## config.mk

```make
export PLATFORM = sky130hd
export DESIGN_NAME = matmult_result_drain_flat
export DESIGN_NICKNAME = d
export VERILOG_FILES = /design/src/rtl/matmult_result_drain_if.sv /design/src/rtl/matmult_result_drain.sv /design/src/flat_wrapper.sv
export SDC_FILE = /design/constraint.sdc
export NUM_CORES = 1
export LEC_CHECK = 0
export BUFFER_PORTS_ARGS = -buffer_cell sky130_fd_sc_hd__buf_4
export CELL_PAD_IN_SITES_DETAIL_PLACEMENT = 1
export CELL_PAD_IN_SITES_GLOBAL_PLACEMENT = 1
export CORE_ASPECT_RATIO = 0.8
export CORE_UTILIZATION = 39
export DETAILED_ROUTE_END_ITERATION = 10
export GPL_TIMING_DRIVEN = 0
export PLACE_DENSITY = 0.82
export SLEW_MARGIN = 20
export SYNTH_ARGS = -nofsm -noshare
export SYNTH_HDL_FRONTEND = slang
export SYNTH_SLANG_ARGS = --single-unit
```

## constraint.sdc

```tcl
create_clock -name clk -period 2.4 [get_ports clk]
set_clock_uncertainty 0.1 [all_clocks]
set_input_delay 0.24 -clock clk [delete_from_list [all_inputs] [get_ports clk]]
set_output_delay 0.24 -clock clk [all_outputs]
set_load 0.05 [all_outputs]
```

## src/rtl/matmult_result_drain_if.sv

```systemverilog
// matmult_result_drain_if: bundles the capture side and the streaming side of the result drain.
//   Capture: cap_valid, c00..c11 (to drain), cap_ready (from drain).
//   Stream : m_valid, m_data, m_idx, m_last (from drain), m_ready (to drain).
//   Status : ovf, frame_cnt (from drain), ovf_clr (to drain).
//   Optional: m_parity (from drain) when MATDRAIN_PARITY_EN is defined.
// Modport master is taken by the drain itself; slave by the surrounding logic.
interface matmult_result_drain_if #(
   parameter int unsigned DATA_W = 32,
   parameter int unsigned CNT_W  = 16
);
   logic              cap_valid;
   logic [DATA_W-1:0] c00;
   logic [DATA_W-1:0] c01;
   logic [DATA_W-1:0] c10;
   logic [DATA_W-1:0] c11;
   logic              cap_ready;
   logic              m_valid;
   logic              m_ready;
   logic [DATA_W-1:0] m_data;
   logic [1:0]        m_idx;
   logic              m_last;
   logic              ovf;
   logic              ovf_clr;
   logic [CNT_W-1:0]  frame_cnt;
`ifdef MATDRAIN_PARITY_EN
   logic              m_parity;
`endif

   modport master (
      input  cap_valid, c00, c01, c10, c11, m_ready, ovf_clr,
      output cap_ready, m_valid, m_data, m_idx, m_last, ovf, frame_cnt
`ifdef MATDRAIN_PARITY_EN
      , output m_parity
`endif
   );

   modport slave (
      output cap_valid, c00, c01, c10, c11, m_ready, ovf_clr,
      input  cap_ready, m_valid, m_data, m_idx, m_last, ovf, frame_cnt
`ifdef MATDRAIN_PARITY_EN
      , input m_parity
`endif
   );
endinterface

```

## src/rtl/matmult_result_drain.sv

```systemverilog
// matmult_result_drain: captures the four 2x2 product words on a capture strobe and streams them
// out row-major (c00, c01, c10, c11), one word per valid/ready beat.
// Ports:
//   clk  - clock, rising edge
//   rst  - synchronous active-high reset
//   bus  - matmult_result_drain_if.master (capture, stream and status signals)
// A capture offered while a frame is still in flight (other than on its last beat) is dropped
// and latches the sticky ovf flag. frame_cnt counts completed frames and wraps.
// Optional feature macro: MATDRAIN_PARITY_EN adds m_parity = XOR of all bits of m_data.
module matmult_result_drain #(
   parameter int unsigned DATA_W = 32,
   parameter int unsigned CNT_W  = 16
) (
   input logic                   clk,
   input logic                   rst,
   matmult_result_drain_if.master bus
);

   typedef enum logic [0:0] {StIdle, StSend} state_e;

   state_e            state_q, state_d;
   logic [DATA_W-1:0] h_q [4];
   logic [DATA_W-1:0] h_d [4];
   logic [1:0]        idx_q, idx_d;
   logic              valid_q, valid_d;
   logic [DATA_W-1:0] data_q, data_d;
   logic              ovf_q, ovf_d;
   logic [CNT_W-1:0]  cnt_q, cnt_d;

   logic xfer;
   logic last_xfer;
   logic cap_ready;
   logic cap;
   logic drop;

   assign xfer      = valid_q & bus.m_ready;
   assign last_xfer = xfer & (idx_q == 2'd3);
   // Accepting a new frame on the last beat lets frames run back to back without a bubble.
   assign cap_ready = (state_q == StIdle) | ((state_q == StSend) & last_xfer);
   assign cap       = bus.cap_valid & cap_ready;
   assign drop      = bus.cap_valid & ~cap_ready;

   always_comb begin
      state_d = state_q;
      h_d     = h_q;
      idx_d   = idx_q;
      valid_d = valid_q;
      cnt_d   = cnt_q;
      ovf_d   = ovf_q;

      if (cap) begin
         h_d[0]  = bus.c00;
         h_d[1]  = bus.c01;
         h_d[2]  = bus.c10;
         h_d[3]  = bus.c11;
         idx_d   = 2'd0;
         valid_d = 1'b1;
         state_d = StSend;
      end else if (xfer) begin
         if (idx_q == 2'd3) begin
            idx_d   = 2'd0;
            valid_d = 1'b0;
            state_d = StIdle;
         end else begin
            idx_d = idx_q + 2'd1;
         end
      end

      if (last_xfer) begin
         cnt_d = cnt_q + CNT_W'(1);
      end

      // A drop in the same cycle as a clear keeps the flag set.
      if (drop) begin
         ovf_d = 1'b1;
      end else if (bus.ovf_clr) begin
         ovf_d = 1'b0;
      end

      // m_data is registered straight from the next-state holding word so it never glitches.
      data_d = h_d[idx_d];
   end

`ifdef MATDRAIN_PARITY_EN
   logic parity_q, parity_d;
   assign parity_d     = ^data_d;
   assign bus.m_parity = parity_q;
`endif

   always_ff @(posedge clk) begin
      if (rst) begin
         state_q <= StIdle;
         for (int i = 0; i < 4; i++) begin
            h_q[i] <= '0;
         end
         idx_q   <= 2'd0;
         valid_q <= 1'b0;
         data_q  <= '0;
         ovf_q   <= 1'b0;
         cnt_q   <= '0;
`ifdef MATDRAIN_PARITY_EN
         parity_q <= 1'b0;
`endif
      end else begin
         state_q <= state_d;
         h_q     <= h_d;
         idx_q   <= idx_d;
         valid_q <= valid_d;
         data_q  <= data_d;
         ovf_q   <= ovf_d;
         cnt_q   <= cnt_d;
`ifdef MATDRAIN_PARITY_EN
         parity_q <= parity_d;
`endif
      end
   end

   assign bus.cap_ready = cap_ready;
   assign bus.m_valid   = valid_q;
   assign bus.m_data    = data_q;
   assign bus.m_idx     = idx_q;
   assign bus.m_last    = valid_q & (idx_q == 2'd3);
   assign bus.ovf       = ovf_q;
   assign bus.frame_cnt = cnt_q;

endmodule

```

## src/flat_wrapper.sv

```systemverilog
// flat-port wrapper written by rule: the top's interface ports become plain ports
module matmult_result_drain_flat 
#(
   parameter int unsigned DATA_W = 32,
   parameter int unsigned CNT_W  = 16
)
  (clk, rst, bus_cap_valid, bus_c00, bus_c01, bus_c10, bus_c11, bus_m_ready, bus_ovf_clr, bus_cap_ready, bus_m_valid, bus_m_data, bus_m_idx, bus_m_last, bus_ovf, bus_frame_cnt);
  matmult_result_drain_if #(.DATA_W(DATA_W), .CNT_W(CNT_W)) bus_i ();
  input logic clk;
  input logic rst;
  input wire logic [$bits(bus_i.cap_valid)-1:0] bus_cap_valid;
  input wire logic [$bits(bus_i.c00)-1:0] bus_c00;
  input wire logic [$bits(bus_i.c01)-1:0] bus_c01;
  input wire logic [$bits(bus_i.c10)-1:0] bus_c10;
  input wire logic [$bits(bus_i.c11)-1:0] bus_c11;
  input wire logic [$bits(bus_i.m_ready)-1:0] bus_m_ready;
  input wire logic [$bits(bus_i.ovf_clr)-1:0] bus_ovf_clr;
  output wire logic [$bits(bus_i.cap_ready)-1:0] bus_cap_ready;
  output wire logic [$bits(bus_i.m_valid)-1:0] bus_m_valid;
  output wire logic [$bits(bus_i.m_data)-1:0] bus_m_data;
  output wire logic [$bits(bus_i.m_idx)-1:0] bus_m_idx;
  output wire logic [$bits(bus_i.m_last)-1:0] bus_m_last;
  output wire logic [$bits(bus_i.ovf)-1:0] bus_ovf;
  output wire logic [$bits(bus_i.frame_cnt)-1:0] bus_frame_cnt;
  assign bus_i.cap_valid = bus_cap_valid;
  assign bus_i.c00 = bus_c00;
  assign bus_i.c01 = bus_c01;
  assign bus_i.c10 = bus_c10;
  assign bus_i.c11 = bus_c11;
  assign bus_i.m_ready = bus_m_ready;
  assign bus_i.ovf_clr = bus_ovf_clr;
  assign bus_cap_ready = bus_i.cap_ready;
  assign bus_m_valid = bus_i.m_valid;
  assign bus_m_data = bus_i.m_data;
  assign bus_m_idx = bus_i.m_idx;
  assign bus_m_last = bus_i.m_last;
  assign bus_ovf = bus_i.ovf;
  assign bus_frame_cnt = bus_i.frame_cnt;
  matmult_result_drain #(.DATA_W(DATA_W), .CNT_W(CNT_W)) u_core (.clk(clk), .rst(rst), .bus(bus_i));
endmodule
```

* Word level (Yosys, flattened, before mapping)
Cells that the tools add are included.
** Operators by class
- Add/sub/neg operators :: 2
- Order comparisons :: 1
- Equality and inequality tests :: 1
- Multiplexer cells :: 12
- Bitwise logic cells :: 10
- Reductions and logical operators :: 4
** Operators with widths (number)
- 2-to-1 mux 128 bit :: 1
- binary-select mux 32 bit (select 2 bit) :: 1
- 2-to-1 mux 32 bit :: 2
- adder 16 x 1 -> 16 bit, second input constant :: 1
- AND 1 bit :: 6
- 2-to-1 mux 2 bit :: 3
- nonzero test 2 bit :: 3
- 2-to-1 mux 1 bit :: 5
- greater-or-equal comparator 3 bit, second input constant :: 1
- NOT 2 -> 3 bit :: 1
- adder 2 x 1 -> 2 bit, second input constant :: 1
- == test 2 bit, second input constant :: 1
- NOT 1 bit :: 2
- AND reduction 2 bit :: 1
- bitwise OR 1 bit :: 1
** Word-level totals
- Register bits after elaboration :: 180
- Input port bits :: 133
- Output and inout bits :: 54
- Logic and storage cells :: 39

* Logic depth before layout (Yosys ltp)
Gate-level depths: netlist of the first run.
- Depth in word-level cells :: 10
- Mapped depth :: 9
- Gate-level depth less buffers :: 6

* Worst setup path before layout of the first run
No wires, ideal clock.
- Path type :: flip-flop to flip-flop
- Start :: register u_core.idx_q[1], in the netlist u_core.bus.m_idx[1]
- End :: register u_core.data_q[1], in the netlist u_core.bus.m_data[1]
- Setup time :: 0.112 ns
- Data arrival time :: 2.253 ns
- Path slack :: -0.066 ns
- Cell stages (with the launch flop) :: 9
- Path buffers :: 2
- Cell sequence :: dfxtp_1 -> ha_1 -> a21bo_2 -> buf_4 -> buf_2 -> a32oi_1 -> nor2_1 -> a211oi_1 -> a2111oi_1
** Between the ends
- Longest elaborated chain between the ends :: 10
** RTL lines
- start: declaration :: RTL line matmult_result_drain.sv:24 : logic [1:0] idx_q, idx_d;
- start signal: assignment :: RTL line matmult_result_drain.sv:107 : idx_q <= idx_d;
- == test 2 bit * :: RTL line matmult_result_drain.sv:37 : assign last_xfer = xfer & (idx_q == 2'd3);
- AND 1 bit * :: RTL line matmult_result_drain.sv:37
- AND 1 bit * :: RTL line matmult_result_drain.sv:39 : assign cap_ready = (state_q == StIdle) | ((state_q == StSend) & last_xfer);
- bitwise OR 1 bit * :: RTL line matmult_result_drain.sv:39
- via bus_cap_ready :: RTL line flat_wrapper.sv:18 : output wire logic [$bits(bus_i.cap_ready)-1:0] bus_cap_ready;
- AND 1 bit * :: RTL line matmult_result_drain.sv:40 : assign cap = bus.cap_valid & cap_ready;
- 2-to-1 mux 2 bit :: RTL line matmult_result_drain.sv:51 : if (cap) begin
- NOT 2 -> 3 bit (not written as such) :: RTL line matmult_result_drain.sv:81 : data_d = h_d[idx_d];
- binary-select mux 32 bit (select 2 bit) * :: RTL line matmult_result_drain.sv:81
- 2-to-1 mux 32 bit (not written as such) * (2 in series) :: RTL line matmult_result_drain.sv:81
- end signal: assignment :: RTL line matmult_result_drain.sv:109 : data_q <= data_d;
- end: declaration :: RTL line matmult_result_drain.sv:26 : logic [DATA_W-1:0] data_q, data_d;
The timed path passes the listed nets; every way through them passes the cells marked *. The select of a mux whose other input is x is not followed.
A chain may end at the register's enable or synchronous reset.

* Final worst setup path of the first run
- Start :: register u_core.idx_q[0], in the netlist u_core.bus.m_idx[0]
- End :: register u_core.data_q[8], in the netlist u_core.bus.m_data[8]
** Between the ends
- Longest elaborated chain between the ends :: 10
** RTL lines (RTL line)
- == test 2 bit :: matmult_result_drain.sv:37, matmult_result_drain.sv:60
- AND 1 bit :: matmult_result_drain.sv:37
- AND 1 bit :: matmult_result_drain.sv:39
- bitwise OR 1 bit :: matmult_result_drain.sv:39
- AND 1 bit :: matmult_result_drain.sv:40
- 2-to-1 mux 2 bit :: matmult_result_drain.sv:51
- NOT 2 -> 3 bit (not written as such) :: matmult_result_drain.sv:81
- binary-select mux 32 bit (select 2 bit) * :: matmult_result_drain.sv:81
- 2-to-1 mux 32 bit (not written as such) * (2 in series) :: matmult_result_drain.sv:81
Every way passes the cells marked *; elsewhere a longest branch is shown, timed or not. The select of a mux whose other input is x is not followed.

==> results.cfg, run 1 <==
[synthesis]
postSynth.asyncResetShare_pct = 0
syn_area_um2 = 7337
syn_inst = 838
synth_edf_count = 0
ys_seq_area_share_pct = 49.11
synth-seq-cells = 180
synth_ff_type = dfxtp_1
syn_area_per_cell_um2 = 8.755
synthDistinctLibCells = 51
syn_nets = 973
yosysWarningCount = 0

[outcome]
violations = setup timing
outcome = finished, violations left

[critical_path]
r2r_start = u_core.bus.m_idx[0]$_SDFF_PP0_
startpoint = u_core.bus.m_idx[0]$_SDFF_PP0_
slowest_stage = nor4_1
cp.arrival_ns = 2.63
endpoint = u_core.bus.m_data[8]$_SDFF_PP0_
criticalPathCategory = reg2reg
reg2reg_slack_ns = -0.04
path_buf_inv = 3
cp.depth = 7
slowest_delay_ns = 0.49
crit_path_max_fanout = 10
r2r_end = u_core.bus.m_data[8]$_SDFF_PP0_
reg2regPathDepth = 7
critPathLaunchType = flop
crit_path_end_kind = flop
crit_chain = buf_4, and4bb_4, a211o_4, buf_6, buf_4, nor4_1, nor3_1
cpMostUsedCell = buf_4
required_ns = 2.59
crit_family = simple AND/OR/NAND/NOR gates

[finish]
nets = 1276
fin_util_pct = 59.02
syn_to_final_growth_pct = 47.03
fill_cells = 2163
final_cell_mix = 191 x buf_4, 178 x dfxtp_1, 150 x nand2_1
final_common_cell = buf_4
drive_above_1_share_pct = 26.19

[worst_hold_path]
hold_class = in2reg
worst_hold_path.num_cells = 3

[die]
core.rowCount = 44
dieWidth_um = 155.4
start_util_pct = 40.14
dieHeight_um = 124.7
coreArea_um2 = 18280
ioPinCount = 187
dieArea_um2 = 19370

[detailed_routing]
vias = 7792
route.final.wire_length_um = 32170
drtIter0Drc = 622
avgRoutedWirePerCell_um = 22.83
firstDrtPassIters = 5
drc = 0
ant_nets = 0
viasPerCell = 5.530

[place]
io_buffers = 185
place_congestion = 0.8170
dp_hpwl_um = 18910

[timing]
min_period_ns = 2.440
layout_setup_ws_ns = -0.04038
fmax_mhz = 409.8
max_slew.worst_pin.slew_ns = 0.8646
setup_viol_count_final = 2
finalHoldViolCount = 0
max-slew-margin-rel_pct = 42.36
drv_slew = 0
fin_crit_sh_pct = 101.7
finalSetupTns_ns = -0.05015

[clock_network]
numCtsBuffers = 17
tritoncts = built
cts.sinks = 180
post_cts_buffers = 0
worst_skew_pair.late_latency_ns = 0.44
cts-root-buf = clkbuf_16
clockBufferDepth = 2
cts-htree-levels = 4
cts.clk_slew.worst_paths_ns = 0.07

[pwr]
ir_drop_mv = 0.5118
p_leak_nw = 4.581
powerDensity_nw_per_um2 = 694.2

[global_route]
groute.usage.overall_pct = 32.84
antenna_found_initial = 4
grt_overflow_total = 0
grt_pass1_wl_um = 47930
grt_start_max_net_pins = 17
grt_pass1_vias = 8330

[job]
cap_violations = 0
worst reg2reg max path: cells and delay by family, from the launching register on:
family / cells / cell delay, ns
compound gates: 1 / 0.32
buf+inv: 3 / 0.55
simple gates: 3 / 0.92
flops: 1 / 0.40
state kept, by name, summed over array words and instances, names as in the netlist:
name / flops
u_core.h_q: 128
u_core.bus.m_data: 32
u_core.bus.m_idx: 2
u_core.bus.frame_cnt: 16
u_core.bus.ovf: 1
u_core.bus.m_valid: 1
stage by stage:
stage	cell area [um2]	instances	setup WS (ns)	hold slack, ns	total power [W]
6_report	10790	1409	-0.04038	0.01314	0.007489
5_1_grt	10790	1409	-0.06673	0.01050	0.007677
4_1_cts	10650	1407	0.007271	0.003113	0.007320
3_5_place_dp	9044	1276	-0.1896	0.3486	0.004396
3_3_place_gp	9044	1276	-0.09714	0.3395	0.004367
2_1_floorplan	7338	838	0.009558	0.2760	0.003932
report_power, final:
group	leakage, nW	switching, W	internal, W
sequential	1.48	0.0000966	0.00316
clock	0.284	0.00129	0.00160
combinational	2.82	0.000788	0.000561
kinds of logic (layout without fill, tap and decap cells):
family / Yosys count / in the layout / share of synthesized area, %
AND/OR/NAND/NOR: 343 / 343 / 19.83
AO/OA/AOI/OAI: 188 / 188 / 18.30
flip-flops: 180 / 180 / 49.11
buffers and inverters: 73 / 388 / 5.406
multiplexers: 41 / 41 / 5.696
XOR/XNOR: 11 / 11 / 1.313
adder cells (fa/ha/maj): 2 / 2 / 0.3410
other: 0 / 3 / 0
cell type report:
type	count	area [um2]	area share, %
antenna	3	7.507	0.06959
buffer	68	396.6	3.677
clock buffer	21	460.4	4.268
clock inverter	10	121.4	1.125
inverter	4	15.01	0.1392
multi-input combinational	585	3475	32.21
sequential	180	3606	33.43
tap	253	316.6	2.934
timing repair buffer	285	2390	22.15
worst min-delay path by stage:
| stage | start | slack (ns) | to |
|---|---|---|---|
| floorplan | bus_c11[12] | 0.28 | u_core.h_q[12]$_SDFF_PP0_ |
| global placement | u_core.h_q[25]$_SDFF_PP0_ | 0.34 | u_core.h_q[25]$_SDFF_PP0_ |
| detailed placement | u_core.h_q[53]$_SDFF_PP0_ | 0.35 | u_core.h_q[53]$_SDFF_PP0_ |
| CTS | bus_c10[29] | 0.003 | u_core.h_q[61]$_SDFF_PP0_ |
| global route | bus_c10[29] | 0.01 | u_core.h_q[61]$_SDFF_PP0_ |
| finish | bus_c10[29] | 0.01 | u_core.h_q[61]$_SDFF_PP0_ |
synthesized netlist by cell type (10+ instances only):
cell type	count	area, um2
and2_1	26	162.7
dfxtp_1	180	3603
a211oi_1	24	180.2
a32oi_1	24	210.2
clkbuf_1	27	101.4
nand2_1	150	563.0
buf_6	10	112.6
nor2_1	133	499.2
a2111oi_1	19	190.2
buf_2	20	100.1
mux2i_1	35	350.3
a21oi_1	84	420.4
o21ai_0	10	50.05
what timing repair did:
item,CTS,global route
gates resized for setup,6,34
endpoints found under the hold margin,100,0
pin swaps,0,4
endpoints found under the setup margin,21,92
hold buffers,100,0
metal layers:
layer | up-vias | wire length, um | global-route usage [%]
li1 | 3499 | - | -
met1 | 3788 | 13140 | 39.71
met2 | 388 | 15580 | 54.79
met3 | 115 | 2057 | 7.168
met4 | 2 | 1375 | 16.44
met5 | - | 13 | 0
Note: power is estimated with default switching activity, not from simulation.
==> run 2: changes to the inputs <==
Settings changed: CORE_UTILIZATION 39 to 35, PLACE_DENSITY 0.82 to 0.78, SLEW_MARGIN 20 to 5.
Clock period 2.4 ns to 2 ns, I/O delays scaled along.
==> run 2 against run 1 <==
Die area grew 11%; combinational power up 31%; setup slack got worse by 0.16 ns; largest power group unchanged; fmax grew 11%; sequential power up 20%; cell count grew 1.8%; critical path depth grew 1; the flow still finishes with violations (setup timing); critical endpoint is now u_core.bus.m_data[25]$_SDFF_PP0_.
==> results.cfg, run 2 (synthesis gave the netlist of run 1 again) <==
[outcome]
outcome = finished, violations left
violations = setup timing

[place]
dp_hpwl_um = 18860
place_congestion = 0.8001
dp_worst_setup_slack_ns = -0.4115
io_buffers = 185

[finish]
final_cell_mix = 200 x buf_4, 177 x dfxtp_1, 150 x nand2_1
largest_reg_flops = 128
nets = 1291
regMostFlops = u_core.h_q
syn_to_final_growth_pct = 55.87
fin_util_pct = 56.61
final_common_cell = buf_4
drive_above_1_share_pct = 32.16

[clock_network]
cts-root-buf = clkbuf_16
cts.sinks = 180
cts-htree-levels = 4
numCtsBuffers = 17
worst_skew_pair.late_latency_ns = 0.44
cts.clk_slew.worst_paths_ns = 0.07
tritoncts = built
clockBufferDepth = 2

[pwr]
ir_drop_mv = 0.4245
p_leak_nw = 4.754
powerDensity_nw_per_um2 = 788.5

[detailed_routing]
vias = 7648
firstDrtPassIters = 5
route.final.wire_length_um = 31940
avgRoutedWirePerCell_um = 22.27
wl_met3_um = 2119
viasPerCell = 5.333
top_layer_used = met4
drc = 0
wl_met1_um = 13520
routed-wl-met2_um = 15170
ant_nets = 0
drtIter0Drc = 545

[critical_path]
required_ns = 2.26
cp.arrival_ns = 2.46
criticalPathCategory = reg2reg
critPathLaunchType = flop
crit_path_end_kind = flop
crit_path_max_fanout = 10

[global_route]
grt_start_max_net_pins = 18
grt_pass1_wl_um = 45590
antenna_found_initial = 1
groute.usage.overall_pct = 28.07
grt_pass1_vias = 8041
grt_overflow_total = 0

[die]
dieHeight_um = 131.5
coreArea_um2 = 20200
start_util_pct = 36.32
ioPinCount = 187
dieWidth_um = 163.9
core.rowCount = 46
dieArea_um2 = 21550

[timing]
grt_setup_unrepaired = true
min_period_ns = 2.200
fin_crit_sh_pct = 110.0
drv_slew = 0
whs_ns = 0.02118
fmax_mhz = 454.6
layout_setup_ws_ns = -0.1997
setup_viol_count_final = 31
finalHoldViolCount = 0
max-slew-margin-rel_pct = 41.22
max_slew.worst_pin.slew_ns = 0.8816

[job]
cap_violations = 0

[worst_hold_path]
hold_class = in2reg
run 2: cell count changes in the layout (fill, tap and decap cells not counted), sizes merged:
cell	change
dlygate4sd3	+3
diode	-2
inv	+5
clkinv	-3
clkinvlp	+2
clkbuf	-3
bufinv	-2
buf	+14
run 2: repair_timing:
action / CTS / global route
buffers inserted: 8 / 5
hold endpoints to repair: 103 / 0
pin swaps: 13 / 25
hold buffers: 103 / 0
resized for setup: 91 / 56
endpoints found under the setup margin: 103 / 60
run 2: routing by layer:
layer | track usage [%] | up-vias
met4 | 11.16 | 0
met1 | 34.81 | 3696
li1 | - | 3515
met3 | 7.481 | 91
met2 | 45.83 | 346
met5 | 0 | -
run 2: worst max-delay path, cell delays in order, from the launching register on:
cell and delay [ns]:
dfxtp_4 0.38, ha_4 0.18, and4bb_4 0.23, buf_4 0.14
a211oi_4 0.35, buf_6 0.23, nor2_2 0.04, a211o_1 0.27
a21oi_2 0.19
run 2: path summary, 6_finish.rpt:
kind / cells past startpoint / end / slack, ns / from
max: 8 / u_core.bus.m_data[25]$_SDFF_PP0_ / -0.20 / u_core.bus.m_idx[0]$_SDFF_PP0_
min: 3 / u_core.h_q[49]$_SDFF_PP0_ / 0.02 / bus_c10[17]
max reg2reg: 8 / u_core.bus.m_data[25]$_SDFF_PP0_ / -0.20 / u_core.bus.m_idx[0]$_SDFF_PP0_
min reg2reg: 2 / u_core.h_q[24]$_SDFF_PP0_ / 0.36 / u_core.h_q[24]$_SDFF_PP0_
run 2: cell type report:
type	count	area, um2
fillers	2285	8766
multi-input cells	585	3875
plain buffers	67	483.0
diodes	1	2.502
well taps	264	330.3
inverters	4	15.01
clock buffers	20	456.7
flip-flops and latches	180	3615
clock inverters	12	108.9
repair buffers	301	2550
run 2: per-stage QoR:
step | cells | power (W) | TNS, ns | cell area [um2]
after global routing | 1434 | 0.009269 | -4.910 | 11440
final | 1434 | 0.009017 | -3.284 | 11440
after detailed placement | 1287 | 0.005280 | -22.89 | 9086
after CTS | 1428 | 0.008828 | -1.672 | 11140
after global placement | 1287 | 0.005251 | -16.94 | 9086
after floorplan | 838 | 0.004720 | -0.003237 | 7367
run 2: power breakdown:
group	total, W	internal, W	switching [W]
clock network	0.00335	0.00171	0.00164
logic	0.00177	0.000762	0.00100
registers	0.00390	0.00378	0.000118
total	0.00902	0.00625	0.00276
